## src/rtl/sprite_bounce_render.sv

```systemverilog
// Bouncing square sprite renderer.
// The sprite position advances once per frame during vertical blanking,
// reflecting off the screen edges and counting bounce frames. Pixel
// colour and syncs pass through a two-stage pipeline.
`timescale 1ns/1ps
module sprite_bounce_render #(
  parameter int H_RES  = 640,
  parameter int V_RES  = 480,
  parameter int Q_SIZE = 32,
  parameter int SPEED  = 2
) (
  input  logic       clk_pix,
  input  logic       rst_pix,
  input  logic [9:0] sx,
  input  logic [9:0] sy,
  input  logic       de,
  input  logic       hsync,
  input  logic       vsync,
  input  logic       enable,
  output logic [3:0] vga_r,
  output logic [3:0] vga_g,
  output logic [3:0] vga_b,
  output logic       vga_hsync,
  output logic       vga_vsync,
  output logic [7:0] bounce_count
);

  localparam logic [9:0]  X_MAX  = 10'(H_RES - Q_SIZE);
  localparam logic [9:0]  X_TURN = 10'(H_RES - Q_SIZE - SPEED);
  localparam logic [9:0]  Y_MAX  = 10'(V_RES - Q_SIZE);
  localparam logic [9:0]  Y_TURN = 10'(V_RES - Q_SIZE - SPEED);
  localparam logic [9:0]  STEP   = 10'(SPEED);
  localparam logic [9:0]  TICK_Y = 10'(V_RES);
  localparam logic [10:0] QS     = 11'(Q_SIZE);

  // Motion state
  logic [9:0] qx_q, qx_d;
  logic [9:0] qy_q, qy_d;
  logic       dir_x_q, dir_x_d;
  logic       dir_y_q, dir_y_d;
  logic [7:0] bounce_q, bounce_d;

  // Pipeline stage 1
  logic s1_in_q, s1_de_q, s1_hs_q, s1_vs_q;
  // Pipeline stage 2 (output registers)
  logic [3:0] r_q, g_q, b_q;
  logic [3:0] r_d, g_d, b_d;
  logic       hs_q, vs_q;

  logic frame_tick;
  logic x_hit, y_hit;
  logic in_sprite;

  assign frame_tick = (sx == '0) && (sy == TICK_Y);

  // Next sprite position, direction and bounce count for this frame
  always_comb begin
    qx_d     = qx_q;
    qy_d     = qy_q;
    dir_x_d  = dir_x_q;
    dir_y_d  = dir_y_q;
    bounce_d = bounce_q;
    x_hit    = 1'b0;
    y_hit    = 1'b0;
    if (frame_tick && enable) begin
      if (!dir_x_q) begin
        if (qx_q >= X_TURN) begin
          qx_d    = X_MAX;
          dir_x_d = 1'b1;
          x_hit   = 1'b1;
        end else begin
          qx_d = qx_q + STEP;
        end
      end else begin
        if (qx_q <= STEP) begin
          qx_d    = '0;
          dir_x_d = 1'b0;
          x_hit   = 1'b1;
        end else begin
          qx_d = qx_q - STEP;
        end
      end
      if (!dir_y_q) begin
        if (qy_q >= Y_TURN) begin
          qy_d    = Y_MAX;
          dir_y_d = 1'b1;
          y_hit   = 1'b1;
        end else begin
          qy_d = qy_q + STEP;
        end
      end else begin
        if (qy_q <= STEP) begin
          qy_d    = '0;
          dir_y_d = 1'b0;
          y_hit   = 1'b1;
        end else begin
          qy_d = qy_q - STEP;
        end
      end
      // A corner hit touches both axes but still counts as one bounce frame
      if (x_hit || y_hit) begin
        bounce_d = bounce_q + 8'd1;
      end
    end
  end

  // Motion registers, updated only on the frame tick edge
  always_ff @(posedge clk_pix or posedge rst_pix) begin
    if (rst_pix) begin
      qx_q     <= '0;
      qy_q     <= '0;
      dir_x_q  <= 1'b0;
      dir_y_q  <= 1'b0;
      bounce_q <= '0;
    end else begin
      qx_q     <= qx_d;
      qy_q     <= qy_d;
      dir_x_q  <= dir_x_d;
      dir_y_q  <= dir_y_d;
      bounce_q <= bounce_d;
    end
  end

  // Sprite hit test, sums widened to 11 bits so qx+Q_SIZE cannot wrap
  assign in_sprite = ({1'b0, sx} >= {1'b0, qx_q}) &&
                     ({1'b0, sx} <  ({1'b0, qx_q} + QS)) &&
                     ({1'b0, sy} >= {1'b0, qy_q}) &&
                     ({1'b0, sy} <  ({1'b0, qy_q} + QS));

  // Stage 1: capture hit test and timing signals
  always_ff @(posedge clk_pix or posedge rst_pix) begin
    if (rst_pix) begin
      s1_in_q <= 1'b0;
      s1_de_q <= 1'b0;
      s1_hs_q <= 1'b1;
      s1_vs_q <= 1'b1;
    end else begin
      s1_in_q <= in_sprite;
      s1_de_q <= de;
      s1_hs_q <= hsync;
      s1_vs_q <= vsync;
    end
  end

  // Pixel colour: blank, background, or sprite colour chosen by bounce count
  always_comb begin
    r_d = '0;
    g_d = '0;
    b_d = '0;
    if (s1_de_q) begin
      if (!s1_in_q) begin
        r_d = 4'h1;
        g_d = 4'h3;
        b_d = 4'h7;
      end else begin
        case (bounce_q[1:0])
          2'd0: begin r_d = 4'hF; g_d = 4'hF; b_d = 4'hF; end
          2'd1: begin r_d = 4'hF; g_d = 4'h0; b_d = 4'h0; end
          2'd2: begin r_d = 4'h0; g_d = 4'hF; b_d = 4'h0; end
          default: begin r_d = 4'h0; g_d = 4'h0; b_d = 4'hF; end
        endcase
      end
    end
  end

  // Stage 2: registered colour and delayed syncs
  always_ff @(posedge clk_pix or posedge rst_pix) begin
    if (rst_pix) begin
      r_q  <= '0;
      g_q  <= '0;
      b_q  <= '0;
      hs_q <= 1'b1;
      vs_q <= 1'b1;
    end else begin
      r_q  <= r_d;
      g_q  <= g_d;
      b_q  <= b_d;
      hs_q <= s1_hs_q;
      vs_q <= s1_vs_q;
    end
  end

  assign vga_r        = r_q;
  assign vga_g        = g_q;
  assign vga_b        = b_q;
  assign vga_hsync    = hs_q;
  assign vga_vsync    = vs_q;
  assign bounce_count = bounce_q;

endmodule

```

## config.mk

```make
export PLATFORM = sky130hd
export DESIGN_NAME = sprite_bounce_render
export DESIGN_NICKNAME = d
export VERILOG_FILES = /design/src/rtl/sprite_bounce_render.sv
export SDC_FILE = /design/constraint.sdc
export NUM_CORES = 1
export LEC_CHECK = 0
export BUFFER_PORTS_ARGS = -buffer_cell sky130_fd_sc_hd__buf_2
export CORE_ASPECT_RATIO = 0.8
export CORE_MARGIN = 2
export CORE_UTILIZATION = 30
export DETAILED_ROUTE_END_ITERATION = 8
export GPL_ROUTABILITY_DRIVEN = 0
export GPL_TIMING_DRIVEN = 0
export HOLD_SLACK_MARGIN = 0.05
export SLEW_MARGIN = 40
export SYNTH_ARGS = -nofsm -noshare
export SYNTH_HDL_FRONTEND = slang
export SYNTH_SLANG_ARGS = --single-unit
```

## constraint.sdc

```tcl
create_clock -name clk_pix -period 7 [get_ports clk_pix]
set_input_delay 0 -clock clk_pix [delete_from_list [all_inputs] [get_ports clk_pix]]
set_output_delay 0 -clock clk_pix [all_outputs]
set_load 0.005 [all_outputs]
```

==> results.txt <==
----------------------------------------------------
[Synthesis]
  Largest area contributor in the synthesized netlist ... dfrtp_1
  Library cells used by synthesis ... 55
  Share of synthesized flip-flops with an asynchronous set or reset ... 1.00
  Sequential cell area fraction in the yosys report ... 0.304
  Most instantiated flip-flop cell in the synthesis netlist ... dfrtp_1
  Synth top area cells ... dfrtp_1 27%, ha_1 15%, a211oi_1 3.2%
  Instance count of the mapped netlist ... 370
  Cell Area, Synth ... 0.00331 sq mm
  Synthesized Nets ... 437
  Synth top area share ... 0.272
  FF+latch count, synth ... 40
  Yosys Warn Count ... 0
  Post-synth EDFFs ... 0
  Avg Synthesized Cell Area ... 8.95 sq um

[Timing]
  Slew Limit Headroom ... 0.460
  Final worst path period need ... 2820 ps
  Final Hold Vio Count ... 0
  Worst Tran Pin Value ... 809 ps
  Total setup violations reported at the end of the flow ... 0
  Highest clock rate ... 0.354 GHz
  Worst Clk Skew ... around 5.6 ps
  Setup TNS Final ... 0 ps
  Post-route clock period utilization ... 0.404
  RSZ-0062 raised after global routing ... false
  Slew Limit Fails ... 0

[Power and ir drop]
  Part of the total power dissipated in sequential elements ... 0.411
  Proportion of total power due to net switching ... 0.204
  Total power of the final layout ... 574 uW
  Power Density ... 144 mW/mm^2
  Part of the power in the clock network ... 0.524
  Combinational fraction of design power ... 0.065
  Leakage ... 1.76 nW
  Total net switching power ... 117 uW
  Int Power ... 457 uW
  Max rail drop VDD ... 0.0950 mV

[Clocking]
  Cell at the root of the clock tree ... clkbuf_16
  Buffer levels on the longest clock path ... 2
  CTS tree ... done
  Post-cts repair resize count ... 0
  Clock Sinks ... 40
  Deepest level of the CTS H-tree ... 2
  Buffers inserted by post-CTS timing repair ... 0
  Number of CTS-inserted buffers ... 5
  Clock latency at the later pin of the worst-skew pair ... between 200 and 300 ps
  Clock transition at path regs ... 60 ps

[Outcome]
  Result of the run ... complete, no violations

[Floorplanning]
  Std-Cell Core Area ... 0.0108 sq mm
  Die extent in y ... about 100 um
  Die Footprint ... ~0.012 sq mm
  Initial core utilization ... 0.307
  Number of core rows ... 34
  Width of the chip ... 121 um
  Top-level port count ... between 40 and 50

[Routing]
  Mean number of vias per cell ... about 5.3
  Number of vias in the routed layout ... just over 3k
  First-iteration detailed-routing DRC count ... around 320
  DRC violations left ... 0
  Total routed wirelength ... 8780 um
  First-pass iteration count of the detailed router ... 6
  Number of nets with antenna violations after detailed routing ... 0
  Detailed route wirelength on metal2 ... 3890 um
  Met3 Wirelength ... 494 um
  Wire length per cell ... 15.3 um
  Met1 layer wirelength in the final routing ... 4340 um
  Top layer used by detailed routing ... met4

[Setup path]
  Required time of the worst setup path ... 7130 ps
  Nature of the critical path startpoint ... register
  Critical-path maximum fanout ... 8
  Endpoint arrival time on the critical path ... ~3000 ps
  Crit-path cells ... clkbuf_1 > inv_1 > ha_1 > inv_1 > ha_1 > a21o_1 > a21o_1 > a211oi_1 > a21oi_1 > nor4_1
  Standard cell with the maximum stage delay on the critical path ... nor4_1
  Count of buffering cells on the critical path with inverters included ... 3
  Cell family with the largest share of critical-path delay ... compound AO/OA/AOI/OAI gates
  Type of the setup path with the least slack ... reg2reg
  Type of element capturing the critical path ... register
  Highest cell delay on the worst timing path ... around 460 ps

[Job]
  MaxCap Viol Count ... 0

[Worst hold path]
  Hold Crit Class ... in2reg

[Global route]
  Number of antenna violations at the first check in global routing ... 0
  Largest net degree at the start of global routing ... 41
  Overall Global Routing Usage ... 0.152
  Gr ovfl total ... 0
  Via count of the first global-routing pass ... slightly below 3k
  Global-route wire length before repair ... 14700 um

[Finish]
  Final net count ... between 400 and 500
  Area overhead of the layout relative to synthesis ... 20.2%
  End-of-flow core utilization ... 0.368
  Area of all placed cells without fillers ... 0.00398 sq mm
  Share of layout cells above drive strength 1 ... 0.198
  Fillers ... 1116
  Antenna Diode Count ... 0

[Placed design]
  Count of buffers from port buffering ... 47
  Post-DP HPWL ... approximately 6600 um
  Total cell area at the placement stage ... 0.00374 sq mm

----------------------------------------------------
==> cells in the final DEF, fill, tap and decap left out, types with 14 or more instances in the layout <==
| cell type | count |
|---|---|
| a211oi_1 | 14 |
| a21oi_1 | 17 |
| buf_2 | 52 |
| dfrtp_1 | 36 |
| ha_1 | 41 |
| inv_1 | 25 |
| nand2_1 | 18 |
| nand3_1 | 16 |
| nor2_1 | 26 |
| nor3_1 | 18 |
| o21ai_0 | 18 |
==> flip-flops by register name, summed over array words and instances, names as in the netlist <==
register	flops
dir_x_q	1
s1_hs_q	1
vga_g	2
vga_hsync	1
vga_b	2
bounce_count	8
s1_vs_q	1
s1_de_q	1
s1_in_q	1
dir_y_q	1
vga_vsync	1
vga_r	2
qy_q	9
qx_q	9
==> what timing repair did <==
item	CTS	global route
setup endpoints to repair	0	0
hold buffers	4	0
endpoints found under the hold margin	39	0
==> final cells by class <==
type,instances,area (sq um),share of cell area
Clock buffer,6,129,0.0324
Sequential cell,40,1010,0.253
Tap cell,144,180,0.0453
Inverter,28,108,0.0270
Clock inverter,2,60.1,0.0151
Buffer,22,119,0.0299
Multi-Input combinational cell,280,2100,0.529
Timing Repair Buffer,51,275,0.0691
==> layer usage <==
layer / GRT usage / up-vias
met5: 0 / -
met4: 0.0283 / 0
met3: 0.0339 / 9
met2: 0.235 / 97
met1: 0.220 / 1444
li1: - / 1493
==> per-stage QoR <==
step           hold slack [ps]  worst slack [ps]  std cells
6_report                   275              4180        573
5_1_grt                    304              4030        573
4_1_cts                    269              4160        573
3_5_place_dp              91.4              4210        561
3_3_place_gp               105              4190        561
2_1_floorplan             4.48              4750        370
==> worst register-to-register path: cells and delay by family (launching register included) <==
kind            cells  cell delay, ps
compound gates      4             730
fa+ha+maj           2             610
buf+inv             3             530
flops               1             350
simple gates        1             460
==> power by group through the flow <==
stage	registers (mW)	clock network, mW	logic, mW
floorplan	0.240	0	0.0181
global placement	0.240	0	0.0352
detailed placement	0.240	0	0.0366
CTS	0.236	0.309	0.0384
global route	0.236	0.320	0.0430
finish	0.236	0.301	0.0376
==> logic make-up after synthesis <==
group,after synthesis,synth area share
AOI/OAI and AO/OA,106,0.245
xor gates and xnor gates,15,0.0397
muxes,3,0.0132
buffers and inverters,50,0.0676
DFF,40,0.304
and+or+nand+nor,115,0.176
adders and majority gates,41,0.155
==> final timing paths <==
check                                     from                  end  slack, ps  cells after the start
setup / recovery           qy_q[6]$_DFFE_PP0P_    s1_in_q$_DFF_PP0_       4180                     10
hold / removal                           sx[6]    s1_in_q$_DFF_PP0_        280                      5
setup reg to reg           qy_q[6]$_DFFE_PP0P_    s1_in_q$_DFF_PP0_       4180                     10
hold reg to reg              s1_hs_q$_DFF_PP1_  vga_hsync$_DFF_PP1_        360                      0
max in group asynchronous              rst_pix  qy_q[5]$_DFFE_PP0P_       6320                      3
min in group asynchronous              rst_pix    s1_de_q$_DFF_PP0_        310                      3
==> synth_stat cells (2+ instances only) <==
| library cell | n |
|---|---|
| o41ai_1 | 2 |
| a32oi_1 | 3 |
| ha_1 | 41 |
| nand3_1 | 16 |
| nand4_1 | 6 |
| and3_1 | 6 |
| a21oi_1 | 17 |
| o31ai_1 | 11 |
| buf_4 | 6 |
| nand2b_1 | 2 |
| or2_2 | 2 |
| nand2_1 | 18 |
| dfstp_2 | 4 |
| a21boi_0 | 3 |
| buf_2 | 5 |
| inv_1 | 26 |
| nor2_1 | 26 |
| nor3_1 | 20 |
| a22oi_1 | 5 |
| xor2_1 | 4 |
| a21o_1 | 7 |
| or3_1 | 4 |
| nand3b_1 | 2 |
| nor4bb_1 | 2 |
| dfrtp_1 | 36 |
| nor4_1 | 6 |
| o22ai_1 | 5 |
| a2111oi_4 | 3 |
| a211oi_1 | 14 |
| inv_2 | 2 |
| a31oi_1 | 6 |
| clkbuf_1 | 10 |
| xnor2_1 | 11 |
| o21ai_0 | 18 |
Power figures use the tool's default switching activity.
